<file path="src/rtl/street_light_pkg.sv">
// Shared encodings, defaults and small helpers for the street light scheduler.
package street_light_pkg;

  localparam int unsigned DEF_STAGGER = 4;
  localparam int unsigned DEF_HOLD    = 16;
  localparam int          CNT_W       = 8;
  localparam int          NUM_LIGHTS  = 4;

  typedef logic [CNT_W-1:0]      cnt_t;
  typedef logic [NUM_LIGHTS-1:0] lamp_t;

  typedef enum logic [1:0] {
    ST_IDLE      = 2'd0,
    ST_RAMP_UP   = 2'd1,
    ST_HOLD      = 2'd2,
    ST_RAMP_DOWN = 2'd3
  } state_e;

  // Terminal count for a wait of 'cycles' clocks (counter runs 0..cycles-1).
  function automatic cnt_t last_count(input int unsigned cycles);
    return cnt_t'(cycles - 1);
  endfunction

  // True when the lit lamps form a contiguous run starting at light (bit 0).
  function automatic logic low_run(input lamp_t v);
    return (v & (v + lamp_t'(1))) == '0;
  endfunction

  // True when the lit lamps form a contiguous run ending at light4 (top bit).
  function automatic logic high_run(input lamp_t v);
    return low_run(~v);
  endfunction

endpackage

</file>
<file path="src/rtl/button_sync_edge.sv">
// Two-flop synchronizer with rising-edge detect; a level already high out of
// reset must drop once before it can produce a press.
module button_sync_edge (
  input  logic clk,
  input  logic rst,
  input  logic din,
  output logic rise
);

  logic [1:0] sync;
  logic       prev;
  logic [1:0] vld_pipe;
  logic       armed;

  always_ff @(posedge clk) begin
    if (rst) begin
      sync     <= '0;
      prev     <= 1'b0;
      vld_pipe <= '0;
      armed    <= 1'b0;
    end else begin
      sync     <= {sync[0], din};
      prev     <= sync[1];
      vld_pipe <= {vld_pipe[0], 1'b1};
      // Arm only on a genuine low seen after the reset-cleared flops flushed.
      if (vld_pipe[1] && !sync[1])
        armed <= 1'b1;
    end
  end

  assign rise = armed & sync[1] & ~prev;

endmodule

</file>
<file path="src/rtl/street_light_scheduler.sv">
// Presence-triggered street light sequencer: staggered ramp-up of four lamps,
// a retriggerable hold, then staggered ramp-down back to idle.
module street_light_scheduler
  import street_light_pkg::*;
#(
  parameter int unsigned STAGGER = DEF_STAGGER,
  parameter int unsigned HOLD    = DEF_HOLD
) (
  input  logic       clk,
  input  logic       rst,
  input  logic       b,
  output logic       light,
  output logic       light2,
  output logic       light3,
  output logic       light4,
  output logic       busy,
  output logic [1:0] state
);

  localparam cnt_t STG_LAST  = last_count(STAGGER);
  localparam cnt_t HOLD_LAST = last_count(HOLD);

  logic   press;
  state_e cur;
  cnt_t   cnt;
  lamp_t  lamps;

  button_sync_edge u_btn (
    .clk  (clk),
    .rst  (rst),
    .din  (b),
    .rise (press)
  );

  always_ff @(posedge clk) begin
    if (rst) begin
      cur   <= ST_IDLE;
      cnt   <= '0;
      lamps <= '0;
      busy  <= 1'b0;
    end else begin
      unique case (cur)
        ST_IDLE: begin
          cnt   <= '0;
          lamps <= '0;
          if (press) begin
            cur   <= ST_RAMP_UP;
            lamps <= lamp_t'(1);
            busy  <= 1'b1;
          end
        end
        ST_RAMP_UP: begin
          if (cnt == STG_LAST) begin
            cnt   <= '0;
            lamps <= {lamps[NUM_LIGHTS-2:0], 1'b1};
            if (lamps[NUM_LIGHTS-2])
              cur <= ST_HOLD;
          end else begin
            cnt <= cnt + cnt_t'(1);
          end
        end
        ST_HOLD: begin
          if (press) begin
            cnt <= '0;
          end else if (cnt == HOLD_LAST) begin
            cnt      <= '0;
            lamps[0] <= 1'b0;
            cur      <= ST_RAMP_DOWN;
          end else begin
            cnt <= cnt + cnt_t'(1);
          end
        end
        ST_RAMP_DOWN: begin
          if (press) begin
            cnt   <= '0;
            lamps <= '1;
            cur   <= ST_HOLD;
          end else if (cnt == STG_LAST) begin
            cnt   <= '0;
            lamps <= {lamps[NUM_LIGHTS-2:0], 1'b0};
            // Only light4 left means this step darkens the last lamp.
            if (!lamps[NUM_LIGHTS-2]) begin
              cur  <= ST_IDLE;
              busy <= 1'b0;
            end
          end else begin
            cnt <= cnt + cnt_t'(1);
          end
        end
        default: begin
          cur   <= ST_IDLE;
          cnt   <= '0;
          lamps <= '0;
          busy  <= 1'b0;
        end
      endcase
    end
  end

  assign {light4, light3, light2, light} = lamps;
  assign state = cur;

  // Lamp pattern must always be consistent with the phase it is in.
  always_ff @(posedge clk) begin
    if (!rst) begin
      a_busy: assert (busy == (cur != ST_IDLE));
      unique case (cur)
        ST_IDLE:      a_idle: assert (lamps == '0);
        ST_RAMP_UP:   a_up:   assert (low_run(lamps) && lamps[0] && !lamps[NUM_LIGHTS-1]);
        ST_HOLD:      a_hold: assert (lamps == '1);
        ST_RAMP_DOWN: a_down: assert (high_run(lamps) && !lamps[0] && lamps[NUM_LIGHTS-1]);
        default:      a_enc:  assert (1'b0);
      endcase
    end
  end

endmodule

</file>
<file path="config.mk">
export PLATFORM = sky130hd
export DESIGN_NAME = street_light_scheduler
export DESIGN_NICKNAME = d
export VERILOG_FILES = /design/src/rtl/street_light_pkg.sv /design/src/rtl/button_sync_edge.sv /design/src/rtl/street_light_scheduler.sv
export SDC_FILE = /design/constraint.sdc
export NUM_CORES = 1
export LEC_CHECK = 0
export ABC_AREA = 0
export CELL_PAD_IN_SITES_DETAIL_PLACEMENT = 1
export CELL_PAD_IN_SITES_GLOBAL_PLACEMENT = 1
export CORE_UTILIZATION = 37
export DETAILED_ROUTE_END_ITERATION = 8
export PLACE_DENSITY = 0.82
export SKIP_LAST_GASP = 1
export SLEW_MARGIN = 20
export SYNTH_ARGS = -nofsm -noshare
export SYNTH_HDL_FRONTEND = slang
export SYNTH_SLANG_ARGS = --single-unit
</file>
<file path="constraint.sdc">
create_clock -name clk -period 1.4 [get_ports clk]
set_input_delay 0.28 -clock clk [delete_from_list [all_inputs] [get_ports clk]]
set_output_delay 0.28 -clock clk [all_outputs]
set_load 0.05 [all_outputs]
</file>
Word-level counts from Yosys, hierarchy flattened
Cells that the tools add are included.
{"block": "word_totals", "reg_bits": 21, "latch_bits": 0, "mem_bits_rw": 0, "romBits": 0, "input_bits": 3, "out_inout_bits": 7, "word_cells": 66, "mem_count": 0}
{"block": "classes", "n_addsub": 1, "n_mul": 0, "div_mod_pow": 0, "n_lt_le_gt_ge": 0, "eq_ne": 15, "shift": 0, "mux": 28, "n_bitwise": 3, "n_reduce_logical": 9}
{"operator": "8-bit two-way mux", "count": 4}
{"operator": "8-bit case mux with 4 select lines", "count": 1}
{"operator": "2-bit two-way mux", "count": 8}
{"operator": "2-bit inequality test, second input constant", "count": 8}
{"operator": "4-bit two-way mux", "count": 3}
{"operator": "3-bit case mux with 3 select lines", "count": 1}
{"operator": "8-bit by 1-bit adder with 8-bit output, second input constant", "count": 1}
{"operator": "8-bit by 2-bit equality test with 1-bit output, second input constant", "count": 1}
{"operator": "8-bit by 4-bit equality test with 1-bit output, second input constant", "count": 1}
{"operator": "1-bit two-way mux", "count": 8}
{"operator": "2-bit case mux with 4 select lines", "count": 1}
{"operator": "7-bit AND reduction", "count": 1}
{"operator": "3-bit inequality test, second input constant", "count": 2}
{"operator": "5-bit AND reduction", "count": 1}
{"operator": "2-bit equality test, second input constant", "count": 2}
{"operator": "1-bit case mux with 4 select lines", "count": 1}
{"operator": "4-bit AND reduction", "count": 1}
{"operator": "3-bit AND reduction", "count": 1}
{"operator": "3-bit nonzero test", "count": 1}
{"operator": "1-bit bitwise AND", "count": 2}
{"operator": "2-bit by 1-bit equality test with 1-bit output, second input constant", "count": 1}
{"operator": "2-bit zero test", "count": 1}
{"operator": "1-bit case mux with 2 select lines", "count": 1}
{"operator": "2-bit nonzero test", "count": 1}
{"operator": "other kinds (3)", "count": 3}

Depth between registers and ports, before layout
{"block": "depth", "depth_word": 4, "ltp_mapped": 5, "ltp_nobuf": 5}

Cells and area by module
Synthesis repeated with hierarchy kept, for this count alone.
{"block": "hier_totals", "hier_cells": 99, "area_unflattened_um2": 909.6}
{"mod": "street_light_scheduler", "instances": 1, "cells_per_inst": 84, "area_each_um2": 729.4, "seq_area_each_um2": 300.3}
{"mod": "button_sync_edge", "instances": 1, "cells_per_inst": 15, "area_each_um2": 180.2, "seq_area_each_um2": 120.1}

Least setup slack after synthesis
OpenSTA, ideal clock, no wires.
{"block": "synth_timing", "path_kind": "reg2reg", "startpoint": "register cur[0] (netlist: state[0])", "endpoint": "register busy", "setup_time_ns": 0.132, "t_arrival_ns": 1.458, "required_ns": 1.268, "slack_ns": -0.190, "path_stages_with_launch": 5, "n_path_buf": 1, "period_less_slack_ns": 1.590, "path_cell_list": "dfxtp_1 > clkbuf_1 > nand3_2 > nor4b_2 > nor3_1"}
{"block": "synth_via", "elab_chain_len": 3, "word_cells_on_any_way": 9, "classes_between": "eq/ne: 5; mux: 1; reduce/logical: 3"}
{"element": "from (decl)", "line_no": "street_light_scheduler.sv:24", "source": "state_e cur;"}
{"element": "from (signal assigned)", "line_no": "street_light_scheduler.sv:37", "source": "cur <= ST_IDLE;"}
{"element": "from (signal assigned)", "line_no": "street_light_scheduler.sv:47", "source": "cur <= ST_RAMP_UP;"}
{"element": "from (signal assigned)", "line_no": "street_light_scheduler.sv:57", "source": "cur <= ST_HOLD;"}
{"element": "2-bit equality test / 2-bit zero test (equally long branches)", "line_no": "street_light_scheduler.sv:42", "source": "unique case (cur)"}
{"element": "2-bit inequality test (no source line) / 2-bit nonzero test (equally long branches)"}
{"element": "5-bit AND reduction (no source line)"}
{"element": "to (signal assigned)", "line_no": "street_light_scheduler.sv:40", "source": "busy <= 1'b0;"}
{"element": "to (signal assigned)", "line_no": "street_light_scheduler.sv:49", "source": "busy <= 1'b1;"}
{"element": "to (signal assigned)", "line_no": "street_light_scheduler.sv:84", "source": "busy <= 1'b0;"}
{"element": "to (decl)", "line_no": "street_light_scheduler.sv:16", "source": "output logic busy,"}
Several ways; a longest one is shown, not always the timed one.
A chain may end at the register's enable or synchronous reset.

Worst setup path in the final report
{"block": "layout_timing", "startpoint": "register cnt[1]", "endpoint": "register cur[0] (netlist: state[0])"}
{"block": "layout_via", "elab_chain_len": 3, "word_cells_on_any_way": 6, "classes_between": "eq/ne: 5; reduce/logical: 1"}
{"element": "from (decl)", "line_no": "street_light_scheduler.sv:25", "source": "cnt_t cnt;"}
{"element": "from (signal assigned)", "line_no": "street_light_scheduler.sv:59", "source": "cnt <= cnt + cnt_t'(1);"}
{"element": "from (signal assigned)", "line_no": "street_light_scheduler.sv:70", "source": "cnt <= cnt + cnt_t'(1);"}
{"element": "from (signal assigned)", "line_no": "street_light_scheduler.sv:87", "source": "cnt <= cnt + cnt_t'(1);"}
{"element": "8-bit by 2-bit equality test with 1-bit output / 8-bit by 4-bit equality test with 1-bit output (equally long branches)", "line_no": "street_light_scheduler.sv:53, street_light_scheduler.sv:78, street_light_scheduler.sv:65"}
{"element": "3-bit inequality test (no source line) / 2-bit inequality test (equally long branches)"}
{"element": "7-bit AND reduction (no source line) (*)"}
{"element": "to (signal assigned)", "line_no": "street_light_scheduler.sv:57"}
{"element": "to (signal assigned)", "line_no": "street_light_scheduler.sv:77", "source": "cur <= ST_HOLD;"}
{"element": "to (signal assigned)", "line_no": "street_light_scheduler.sv:83", "source": "cur <= ST_IDLE;"}
Mark *: on every way between the ends. The rest lies on a longest branch, timed or not.

==> metrics.sh <==
RUN_STATUS='finished, violations left'
FAILED_CHECKS='setup timing'
SEQ_AREA_UM2=440
DRT_DRC_VIOLATIONS_LEFT=0
POWER.SWITCHING_FRACTION_PCT=25.3
FINCLKSKEW_NS=0.00258
MOST-COMMON-LAYOUT-CELLS='buf_4, nor2_1, dfxtp_1'
HOLD_PATH_CLASS='reg2reg'
GRT.OVERFLOW.TOTAL=0
SHARE_CLK_OF_TOTAL_POWER_PCT=32.3
DIE_W_UM=52.3
CRITICAL_PATH.CELL_CHAIN='ha_4 -> nor3b_4 -> nand3_4 -> nor3b_2 -> a211oi_1'
SYNTHDOMINANTAREACELLTYPE='dfxtp_1'
TRITONCTS='built'
SYNTH_AREA_PER_CELL_UM2=9.19
CLOCK_INSERTION_DELAY_WORST_SKEW_NS=0.32
SYNTHDOMINANTCELLAREASHARE_PCT=44.9
TIMING.SLEW.HEADROOM_PCT=81.9
POSTROUTEWIRELENGTH_UM=3030
YOSYSSEQAREASHARE_PCT=44.9
NETLIST_TOP_CELLS_AREA='dfxtp_1, nor2_1, and3_1'
PLACE_CONGESTION=0.767
SYNTH_FP_NETS=106
HTREEDEPTH=1
CLOCK_TREE.ROOT_CELL='clkbuf_4'
POWER.DENSITY_CELL_AREA_nW_PER_UM2=689
SETUP_VIOL=1
DETAILEDPLACEMENTHPWL_UM=1890
POWER_FRAC_SEQ_PCT=61.4
SYNTH-SEQ-CELLS=21
ROWS=17
WORST-ENDPOINT-REQUIRED_NS=1.62
GRT_PASS1_VIAS=953
SYNTH.CELL_AREA_UM2=937
YOSYSUNIQUECELLTYPES=35
DIEAREA_UM2=2740
FP.COREAREA_UM2=2300
CTS.PATH.MAX_BUFFERS=2
FIN_CRIT_NS=1.40
DRT-VIAS-PER-INSTANCE=5.45
SYNTH_FF_TYPE='dfxtp_1'
INSERTED_DIODES=0
COMBINATIONALPOWERSHARE_PCT=6.2
FINAL-HOLD-VIOLATION-COUNT=0
ANTENNA_LEFT=0
WORSTSETUPPATHTYPE='reg2reg'
UNREPAIRED_SETUP_ENDPOINTS_AFTER_GLOBAL_ROUTING='yes'
DESIGN_POWER_TOTAL_mW=0.993
WORST_SETUP_PATH_START_KIND='register'
TIMING_WORST_SLEW_PIN_VALUE_NS=0.270
ROUTED-VIA-COUNT=888
INITIAL_CORE_UTIL_PCT=40.8
PLACEMENT.IO_BUFFERS=9
TIMING.FMAX_MHz=713
WORST_PATH_MAX_DELAY_CELL='dfxtp_4'
NETS=140
MULTIINPUTGATEAREA_UM2=569
CTS_BUFS_INSERTED=3
FINALWORSTSETUPSLACK_NS=-0.00306
PEAK_IR_DROP_ON_THE_VDD_NETWORK_uV=581
SWITCHINGPOWER_mW=0.251
CTS.CLK_SLEW.WORST_PATHS_NS=0.13
CRITICAL_PATH.ENDPOINT_TYPE='register'
GRT_MAX_DEGREE=14
POST_ROUTE_CELLS_DRIVE_ABOVE_1_SHARE_PCT=43.7
N_FILL_CELL=242
DRTITER0DRC=2
CRIT_PATH_MAX_FANOUT=7
COMBINED_GLOBAL_ROUTE_UTILIZATION_OF_ALL_METAL_LAYERS_PCT=24.5
P_INT_mW=0.742
IO_PINS=10
GRT_ANTENNA_BEFORE_REPAIR=0
SYNTH_EDF_COUNT=0
SLOWEST_DELAY_NS=0.39
SYN_INST=102
WL_PER_CELL_UM=18.6
POST_CTS_HOLD_BUFFER_COUNT=0
YS_ASYNC_SR_FRACTION_PCT=0
DP_WORST_SETUP_SLACK_NS=-0.214
GLOBAL_ROUTE_WIRE_LENGTH_BEFORE_REPAIR_UM=4770
FINALSETUPTNS_NS=-0.00306
CELLLEAKAGEPOWER_nW=0.540
DRT_PRE_ANTENNA_ITERS=4
WORST-ENDPOINT-ARRIVAL_NS=1.62
DIE_H_UM=52.3
MAX_CAP_VIOL_COUNT=0
TRITONCTS_NUM_SINKS=21
FINAL.PERIOD_UTILIZATION_PCT=100
LAYOUT-AREA-OVERHEAD-VS-SYNTH_PCT=53.8
TIMING_MAX_TRANSITION_VIOLATIONS_FINAL=0
MOST_COMMON_CELL_AFTER_LAYOUT_FILL_AND_TAPS_ASIDE='buf_4'
SYNTH-WARNING-COUNT=0
-- worst paths after layout --
path	start	end	slack [ns]	cells past startpoint
worst max-delay path	cnt[1]	state[0]	-0.003	5
worst min-delay path	u_btn.sync[0]	u_btn.sync[1]	0.47	1
worst max register to register	cnt[1]	state[0]	-0.003	5
worst min register to register	u_btn.sync[0]	u_btn.sync[1]	0.47	1
-- flip-flops by register name (all words and copies together), names as in the netlist --
signal	flops
busy	1
cnt	8
lamps	4
state	2
u_btn.armed	1
u_btn.prev	1
u_btn.sync	2
u_btn.vld_pipe	2
-- cells in the mapped netlist (3+ instances only) --
cell       n
nor2_1    13
a211oi_1   3
dfxtp_1   21
nand2_1    3
nand3_1    4
o22a_1     3
and3_1     5
nor2b_1    4
a21oi_1    3
xor2_1     3
nand3b_1   3
o21ai_0    3
inv_1      5
clkbuf_1   3
-- routing by layer --
metal | vias up | track usage [%] | part of all wire [%]
met2 | 14 | 42.4 | 50
li1 | 427 | - | -
met4 | 0 | 9.65 | 3.1
met5 | - | 0 | 0
met1 | 436 | 28.4 | 44
met3 | 11 | 6.09 | 2.3
-- logic make-up (layout without fill, tap and decap cells) --
| logic type | Yosys count | after routing | synth area share [%] |
|---|---|---|---|
| AO/OA/AOI/OAI | 22 | 22 | 17.1 |
| buffers and inverters | 9 | 42 | 3.74 |
| AND/OR/NAND/NOR | 44 | 44 | 28.3 |
| XOR/XNOR | 5 | 5 | 4.67 |
| adder cells (fa/ha/maj) | 1 | 1 | 1.33 |
| flip-flops | 21 | 21 | 44.9 |
-- final cells by class --
class                   count  area share [%]
clock buffers               3            1.56
clock inverters             1           0.521
inverters                   5            1.30
multi-input cells          72            39.5
flip-flops and latches     21            30.6
well taps                  28            2.43
repair buffers             33            24.1
-- power by group through the flow --
stage          registers, mW  logic [mW]  clock network [mW]
2_1_floorplan          0.633      0.0215                   0
3_3_place_gp           0.627      0.0550                   0
3_5_place_dp           0.629      0.0572                   0
4_1_cts                0.614      0.0579               0.328
5_1_grt                0.611      0.0668               0.358
6_report               0.610      0.0621               0.321
-- repair_timing --
| item | 4_1_cts | 5_1_grt |
|---|---|---|
| pin swaps | 1 | 11 |
| resized for setup | 15 | 17 |
| setup endpoints to repair | 14 | 16 |
| buffers inserted | 3 | 6 |
-- metrics by stage --
step | util (%) | hold slack (ns) | std cells | area [µm²]
2_1_floorplan | - | 0.408 | 102 | 945
3_3_place_gp | 54.1 | 0.418 | 151 | 1240
3_5_place_dp | 54.1 | 0.458 | 151 | 1240
4_1_cts | 58.2 | 0.478 | 157 | 1340
5_1_grt | 62.7 | 0.488 | 163 | 1440
6_report | 62.7 | 0.474 | 163 | 1440
-- worst max-delay path: cells and delay by family (launching register included) --
kind | cells | cell delay [ns]
and+or+nand+nor | 3 | 0.69
DFF | 1 | 0.39
AOI/OAI and AO/OA | 1 | 0.07
adders and majority gates | 1 | 0.15
(Power assumes the default switching activity.)
